## src/rtl/dmem_ctrl.sv

```systemverilog
// Data-memory controller: streams an image into RAM, hands the RAM to the
// processor, then streams the downsampled result back out to the host.
module dmem_ctrl #(
  parameter int unsigned IMG_SIZE = 65536,
  parameter logic [18:0] OUT_BASE = 19'h10000,
  parameter int unsigned OUT_SIZE = 16384
) (
  input  logic        clk,
  input  logic        RST,
  input  logic        load_go,
  input  logic        host_valid,
  input  logic [7:0]  host_data,
  output logic        host_ready,
  output logic        out_valid,
  output logic [7:0]  out_data,
  input  logic        out_ready,
  input  logic [1:0]  MEM,
  input  logic [18:0] proc_addr,
  input  logic [7:0]  proc_wdata,
  output logic [7:0]  proc_rdata,
  input  logic        status,
  output logic        processor_start,
  output logic [18:0] ram_addr,
  output logic [7:0]  ram_wdata,
  output logic        ram_we,
  input  logic [7:0]  ram_rdata,
  output logic        busy,
  output logic        done
);

  typedef enum logic [2:0] {
    IDLE, LOAD, START, RUN, DUMP_RD, DUMP_WAIT, DUMP_OUT, DONE
  } state_t;

  localparam logic [18:0] IMG_LAST = 19'(IMG_SIZE - 1);
  localparam logic [18:0] OUT_LAST = 19'(OUT_SIZE - 1);

  state_t      state;
  logic [18:0] cnt;
  logic [7:0]  out_reg;
  logic        status_q;

  always_ff @(posedge clk or posedge RST) begin
    if (RST) begin
      state    <= IDLE;
      cnt      <= '0;
      out_reg  <= '0;
      status_q <= 1'b0;
    end else begin
      status_q <= status;
      case (state)
        IDLE, DONE: begin
          if (load_go) begin
            state <= LOAD;
            cnt   <= '0;
          end
        end
        LOAD: begin
          if (host_valid) begin
            cnt <= cnt + 19'd1;
            if (cnt == IMG_LAST) state <= START;
          end
        end
        START: state <= RUN;
        RUN: begin
          // Only a fresh rising edge ends the run; a level left over from a
          // previous job must drop first.
          if (status && !status_q) begin
            state <= DUMP_RD;
            cnt   <= '0;
          end
        end
        DUMP_RD:   state <= DUMP_WAIT;
        DUMP_WAIT: begin
          out_reg <= ram_rdata;
          state   <= DUMP_OUT;
        end
        DUMP_OUT: begin
          if (out_ready) begin
            if (cnt == OUT_LAST) begin
              state <= DONE;
            end else begin
              cnt   <= cnt + 19'd1;
              state <= DUMP_RD;
            end
          end
        end
        default: state <= IDLE;
      endcase
    end
  end

  always_comb begin
    host_ready      = 1'b0;
    out_valid       = 1'b0;
    processor_start = 1'b0;
    ram_we          = 1'b0;
    ram_addr        = '0;
    ram_wdata       = '0;
    case (state)
      LOAD: begin
        host_ready = 1'b1;
        if (host_valid) begin
          ram_we    = 1'b1;
          ram_addr  = cnt;
          ram_wdata = host_data;
        end
      end
      START: processor_start = 1'b1;
      RUN: begin
        ram_addr  = proc_addr;
        ram_wdata = proc_wdata;
        ram_we    = (MEM == 2'b10);
      end
      DUMP_RD:  ram_addr  = OUT_BASE + cnt;
      DUMP_OUT: out_valid = 1'b1;
      default: ;
    endcase
  end

  assign out_data   = out_reg;
  assign proc_rdata = ram_rdata;
  assign busy       = (state != IDLE) && (state != DONE);
  assign done       = (state == DONE);

endmodule

```

## config.mk

```make
export PLATFORM = sky130hd
export DESIGN_NAME = dmem_ctrl
export DESIGN_NICKNAME = d
export VERILOG_FILES = /design/src/rtl/dmem_ctrl.sv
export SDC_FILE = /design/constraint.sdc
export NUM_CORES = 1
export LEC_CHECK = 0
export CAP_MARGIN = 20
export CORE_MARGIN = 1
export CORE_UTILIZATION = 39
export CTS_BUF_LIST = sky130_fd_sc_hd__clkbuf_8
export CTS_CLUSTER_DIAMETER = 50
export DETAILED_ROUTE_END_ITERATION = 10
export GPL_TIMING_DRIVEN = 0
export HOLD_SLACK_MARGIN = 0.05
export PLACE_DENSITY = 0.84
export SLEW_MARGIN = 15
export SYNTH_ARGS = -nofsm -noshare
export SYNTH_HDL_FRONTEND = slang
export SYNTH_SLANG_ARGS = --single-unit
```

## constraint.sdc

```tcl
create_clock -name clk -period 1.9 [get_ports clk]
set_input_delay 0.38 -clock clk [delete_from_list [all_inputs] [get_ports clk]]
set_output_delay 0.38 -clock clk [all_outputs]
set_load 0.03 [all_outputs]
```

# After elaboration in Yosys (flattened, before gate mapping)

Index checks and enable logic that the tools add are counted.

Equality and inequality tests: 17
Add/subtract/negate cells: 2
Mux-type cells: 22
Reductions and logical operators: 9

Operators by type and width:

| operator                                              | count |
|---|---|
| 2-to-1 mux 19 bit                                     | 6 |
| case mux 19 bit (4 select lines)                      | 1 |
| case mux 19 bit (3 select lines)                      | 1 |
| case mux 3 bit (7 select lines)                       | 1 |
| adder 17 x 19 -> 19 bit, first input constant         | 1 |
| adder 19 x 1 -> 19 bit, second input constant         | 1 |
| equality test 19 x 14 -> 1 bit, second input constant | 1 |
| equality test 19 x 16 -> 1 bit, second input constant | 1 |
| case mux 8 bit (2 select lines)                       | 1 |
| 2-to-1 mux 3 bit                                      | 5 |
| equality test 3 bit, second input constant            | 4 |
| inequality test 2 bit, second input constant          | 6 |
| 2-to-1 mux 8 bit                                      | 1 |
| equality test 3 x 2 -> 1 bit, second input constant   | 2 |
| AND reduction 6 bit                                   | 1 |
| AND reduction 5 bit                                   | 1 |
| 2-to-1 mux 1 bit                                      | 4 |
| nonzero test 4 bit                                    | 1 |
| equality test 3 x 1 -> 1 bit, second input constant   | 1 |
| zero test 3 bit                                       | 1 |
| inequality test 3 bit, second input constant          | 1 |
| nonzero test 3 bit                                    | 1 |
| equality test 2 bit, second input constant            | 1 |
| logical AND 1 bit                                     | 2 |
| other kinds (4)                                       | 4 |

Word-level logic and storage cells: 54
Bits in registers: 31
Output and inout bits: 49

# Logic depth before layout (Yosys ltp)

Gate-level depths: netlist of the first run.

Depth in word-level cells: 4
Gate-level depth with buffers: 9
Mapped depth without buffers: 7

# Least setup slack after synthesis of the first run

OpenSTA, ideal clock, no wires.

Path kind: reg-to-output
Start point: reg state[1]
End point: out ram_addr[10]
Arrival time: 2.090 ns
Stages on the path, launching flop included: 7
Path slack: -0.570 ns
Path buffers: 2
Data required time: 1.520 ns
Cells stage by stage: dfrtp_1 buf_6 nor3b_2 nand2_1 nand2_1 clkbuf_1 a22o_1

Longest elaborated chain between the ends: 2
Elaborated cells on any way between the ends: 4

Ends and longest elaborated chain:

| what                                        | line | text |
|---|---|---|
| start, declared                             | 38   | `state_t state;` |
| start signal, assigned                      | 45   | `state <= IDLE;` |
| start signal, assigned                      | 54   | `state <= LOAD;` |
| start signal, assigned                      | 61   | `if (cnt == IMG_LAST) state <= START;` |
| equality test 3 bit (tied with other cells) | 100  | `case (state)` |
| case mux 19 bit (3 select lines) *          | 100  |  |
| end, declared                               | 23   | `output logic [18:0] ram_addr,` |

Every way passes the cells marked *; elsewhere a longest branch is shown, timed or not.

# Worst setup path after layout of the first run

Start point: reg cnt[3]
End point: reg cnt[17]

Longest elaborated chain between the ends: 4
Elaborated cells on any way between the ends: 8

Ends and longest elaborated chain:

| what                             | line   | text |
|---|---|---|
| start, declared                  | 39     | `logic [18:0] cnt;` |
| start signal, assigned           | 60     | `cnt <= cnt + 19'd1;` |
| start signal, assigned           | 83     | `cnt <= cnt + 19'd1;` |
| adder 19 x 1 -> 19 bit           | 60, 83 |  |
| 2-to-1 mux 19 bit                | 80     | `if (cnt == OUT_LAST) begin` |
| 2-to-1 mux 19 bit                | 79     | `if (out_ready) begin` |
| case mux 19 bit (4 select lines) | 51     | `case (state)` |

Parallel ways exist; a longest one is shown, timed or not. The select of a mux whose other input is x is not followed.
A chain may end at the register's enable or synchronous reset.

==> results of run 1 <==
## cells by family after synthesis
family	Yosys count	share of synthesized area [%]
AOI/OAI and AO/OA	84	31.4
xor gates and xnor gates	1	0.394
adders and majority gates	3	1.69
buffers and inverters	36	8.99
DFF	31	34.9
muxes	8	4.05
and+or+nand+nor	78	18.7
## sequential cells by signal, summed over array words and instances (netlist names)
signal,flops
status_q,1
cnt,19
state,3
out_data,8
## metal layers
metal	up-vias	share of wire (%)	track usage, %	routed length, µm
li1	1213	-	-	-
met1	1387	36	30.4	3550
met3	41	9.0	4.94	882
met2	215	52	46.4	5040
met5	-	0	0	0
met4	0	3.1	7.92	305
## timing repair
| item | in CTS | in global routing |
|---|---|---|
| setup endpoints to repair | 62 | 53 |
| hold buffers | 0 | 0 |
| cloned | 2 | 2 |
| setup buffers | 13 | 28 |
| gates resized for setup | 265 | 65 |
| pin swaps | 11 | 12 |
## layout by cell type (no fill, tap or decap), types with 4 or more instances in the layout
master / count
sky130_fd_sc_hd__a22o_4: 21
sky130_fd_sc_hd__nand2_1: 9
sky130_fd_sc_hd__clkbuf_8: 5
sky130_fd_sc_hd__o41ai_2: 4
sky130_fd_sc_hd__o31ai_1: 8
sky130_fd_sc_hd__o31ai_4: 6
sky130_fd_sc_hd__dfrtp_1: 21
sky130_fd_sc_hd__nor3_1: 6
sky130_fd_sc_hd__a31oi_1: 7
sky130_fd_sc_hd__nor2_1: 17
sky130_fd_sc_hd__buf_6: 39
sky130_fd_sc_hd__buf_4: 40
sky130_fd_sc_hd__buf_2: 4
sky130_fd_sc_hd__o31ai_2: 8
sky130_fd_sc_hd__nand3_1: 9
sky130_fd_sc_hd__o21ai_0: 6
sky130_fd_sc_hd__clkdlybuf4s50_1: 55
sky130_fd_sc_hd__buf_12: 5
sky130_fd_sc_hd__dlygate4sd2_1: 9
sky130_fd_sc_hd__dfrtp_2: 10
sky130_fd_sc_hd__inv_1: 9
sky130_fd_sc_hd__mux2_2: 8
sky130_fd_sc_hd__clkbuf_16: 4
sky130_fd_sc_hd__nor2_4: 4
## worst reg2reg max path: stages (launching register included)
cell and delay (ns):
sky130_fd_sc_hd__dfrtp_1 0.56, sky130_fd_sc_hd__nand4_1 0.22, sky130_fd_sc_hd__buf_4 0.23, sky130_fd_sc_hd__nor4_4 0.34
sky130_fd_sc_hd__a31oi_1 0.21, sky130_fd_sc_hd__o31ai_2 0.37, sky130_fd_sc_hd__o31ai_4 0.12
## where the power goes
part           switching (W)  leakage (nW)  internal [W]
clock               0.000264        0.0505      0.000246
sequential          0.000153         0.388      0.000817
combinational        0.00240          1.56       0.00221
total                0.00282          2.00       0.00327
## per-stage QoR
step | setup TNS [ns] | util [%] | worst slack [ns]
detailed placement | -30.63 | 63.1 | -0.841
CTS | -7.02 | 71.3 | -0.236
floorplan | -1.07 | - | -0.110
finish | -7.81 | 80.3 | -0.277
global route | -10.60 | 80.3 | -0.325
global placement | -28.07 | 63.1 | -0.774
## worst paths after layout
kind	startpoint	endpoint	slack, ns	depth (start not counted)
worst max-delay path	cnt[3]$_DFFE_PP0P_	cnt[17]$_DFFE_PP0P_	-0.28	6
worst min-delay path	status	status_q$_DFF_PP0_	0.24	1
worst max register to register	cnt[3]$_DFFE_PP0P_	cnt[17]$_DFFE_PP0P_	-0.28	6
worst min register to register	out_data[1]$_DFFE_PP0P_	out_data[1]$_DFFE_PP0P_	0.50	1
max in group asynchronous	RST	cnt[4]$_DFFE_PP0P_	0.89	2
min in group asynchronous	RST	cnt[14]$_DFFE_PP0P_	0.51	2
## cells in the mapped netlist, types with 2 or more instances
cell type | number | area, µm²
sky130_fd_sc_hd__o41ai_1 | 5 | 43.8
sky130_fd_sc_hd__nor2_1 | 19 | 71.3
sky130_fd_sc_hd__mux2_2 | 8 | 90.1
sky130_fd_sc_hd__o21ai_1 | 3 | 15.0
sky130_fd_sc_hd__o31ai_2 | 2 | 25.0
sky130_fd_sc_hd__o31ai_1 | 16 | 120
sky130_fd_sc_hd__inv_1 | 10 | 37.5
sky130_fd_sc_hd__nand3_1 | 11 | 55.1
sky130_fd_sc_hd__nand4_1 | 3 | 18.8
sky130_fd_sc_hd__nor3_1 | 7 | 35.0
sky130_fd_sc_hd__and2_1 | 2 | 12.5
sky130_fd_sc_hd__o21ai_0 | 10 | 50.1
sky130_fd_sc_hd__buf_1 | 2 | 7.51
sky130_fd_sc_hd__ha_1 | 3 | 37.5
sky130_fd_sc_hd__a21oi_1 | 3 | 15.0
sky130_fd_sc_hd__nand2_1 | 15 | 56.3
sky130_fd_sc_hd__buf_2 | 7 | 35.0
sky130_fd_sc_hd__buf_6 | 3 | 33.8
sky130_fd_sc_hd__o22ai_1 | 2 | 12.5
sky130_fd_sc_hd__a31oi_1 | 7 | 43.8
sky130_fd_sc_hd__a22o_1 | 24 | 210
sky130_fd_sc_hd__nand2b_1 | 4 | 25.0
sky130_fd_sc_hd__nor2_2 | 2 | 12.5
sky130_fd_sc_hd__nand3b_1 | 2 | 15.0
sky130_fd_sc_hd__dfrtp_1 | 31 | 776
sky130_fd_sc_hd__and3_1 | 2 | 12.5
sky130_fd_sc_hd__o31ai_4 | 4 | 85.1
sky130_fd_sc_hd__buf_4 | 9 | 67.6
sky130_fd_sc_hd__clkbuf_1 | 5 | 18.8
## area by class of cell
class                   instances  area (µm²)  area share (%)
clock inverters                 3        12.5           0.283
flip-flops and latches         31         788            17.8
well taps                      72        90.1            2.04
plain buffers                  25         263            5.94
multi-input cells             174        1720            38.8
inverters                      10        37.5           0.849
repair buffers                143        1450            32.7
clock buffers                   5        68.8            1.56
==> metrics.txt, run 1 <==
result of the run=complete, but fails checks; number of DRC violations after detailed routing=0; Fin Clk Skew=0.0174 ns; fraction of registers with async set/reset=100%; vias in the first global route=2435; clock input transition at the sequential cells of the worst setup and hold paths=0.08 ns; series of cell instances along the critical path=nand4_1, buf_4, nor4_4, a31oi_1, o31ai_2, o31ai_4; largest net degree at the start of global routing=32; pin slew with the least headroom to its limit=0.685 ns; fraction of layout cells with a size suffix above 1=51.7%; Std-Cell Core Area=5510 µm²; count of non-filler cells in the finished layout=463; total routed wirelength=9780 µm; number of clock buffers inserted by TritonCTS=5; Post-layout nets=444; sequential fraction of the synthesis area=34.9%; via/cell ratio=6.17; worst-case clock buffer depth=2; wire length per cell after detailed routing=21.1 µm; clock sink count=31; power density normalized to cell area=1380 nW/µm²; clock latency reported for the late side of the worst-skew pair=0.29 ns; Max IR drop VDD=815 µV; Top FF cell, synth=sky130_fd_sc_hd__dfrtp_1; vias after detailed routing=2856; Cell Area, Placed=3470 µm²; number of synthesized flops with an enable pin=0; Final Hold Fails=0; total non-filler cell area in the finished layout=4420 µm²; height of the die=77.5 µm; buffers added on ports=99; Ant. Diodes=0; weighted congestion at the end of routability-driven global placement=0.826; violation count after the first detailed-route iteration=384; die outline width=77.5 µm; Clk Tree Root Cell=sky130_fd_sc_hd__clkbuf_8; gr ovfl total=0; average cell area after synthesis=9.24 µm²; Leak=2.00 nW; crit-path max FO=7; total setup violations reported at the end of the flow=45; post-layout total power=0.00609 W; hold_ws=0.245 ns; RSZ-0062 raised after global routing=true; residual antenna-violating net count after detailed routing=0; crit path DAT=2.35 ns; cell type of the slowest stage on the worst timing path=sky130_fd_sc_hd__dfrtp_1; number of fill cells in the layout=302; Cells after Synth=241; H-tree depth=2; total of flip-flops plus latches after synthesis=31; delay contributed by the slowest stage of the critical path=0.56 ns; total nets after synthesis=295; final-report max-slew violation count=0; kind of cell adding the most delay to the critical path=compound AO/OA/AOI/OAI gates; drt pass-1 iters=5; cell area after technology mapping=2230 µm²; TritonCTS clock tree=done; timing-limited maximum frequency=459 MHz; wire length of the first global-routing pass=12200 µm; # IOs=100; worst-case headroom to the max-slew limit=54.3%; type of the setup path with the least slack=reg2reg; Worst Setup Start Kind=register; Syn-to-layout area delta=98.7%; post-layout minimum cycle time=2.18 ns; number of warnings reported in the yosys synthesis log=0; required time at the endpoint of the critical path=2.07 ns; Cells after DPL=412; worst-case setup margin in the final layout=-0.277 ns; Total Die Area=6010 µm²; max cap viols=0; dpl hpwl=4990 µm; CP endpoint kind=register; starting utilization of the core area=40.4%; worst min-delay path class=in2reg; violations in the final reports=setup timing; number of antenna violations at the first check in global routing=0; GRT Resource Usage Total=25.7%; WP buf/inv=1; Placement Rows=27; Period Utilization, post-route=115%; unique cell type count in the Yosys netlist=49
No activity file was read; power rests on OpenSTA's default activity.
==> run 2: changes to the inputs <==
Settings changed: CAP_MARGIN 20 to default.
==> results of run 2 <==
The final DEF is identical to that of run 1; final timing and power are the same.
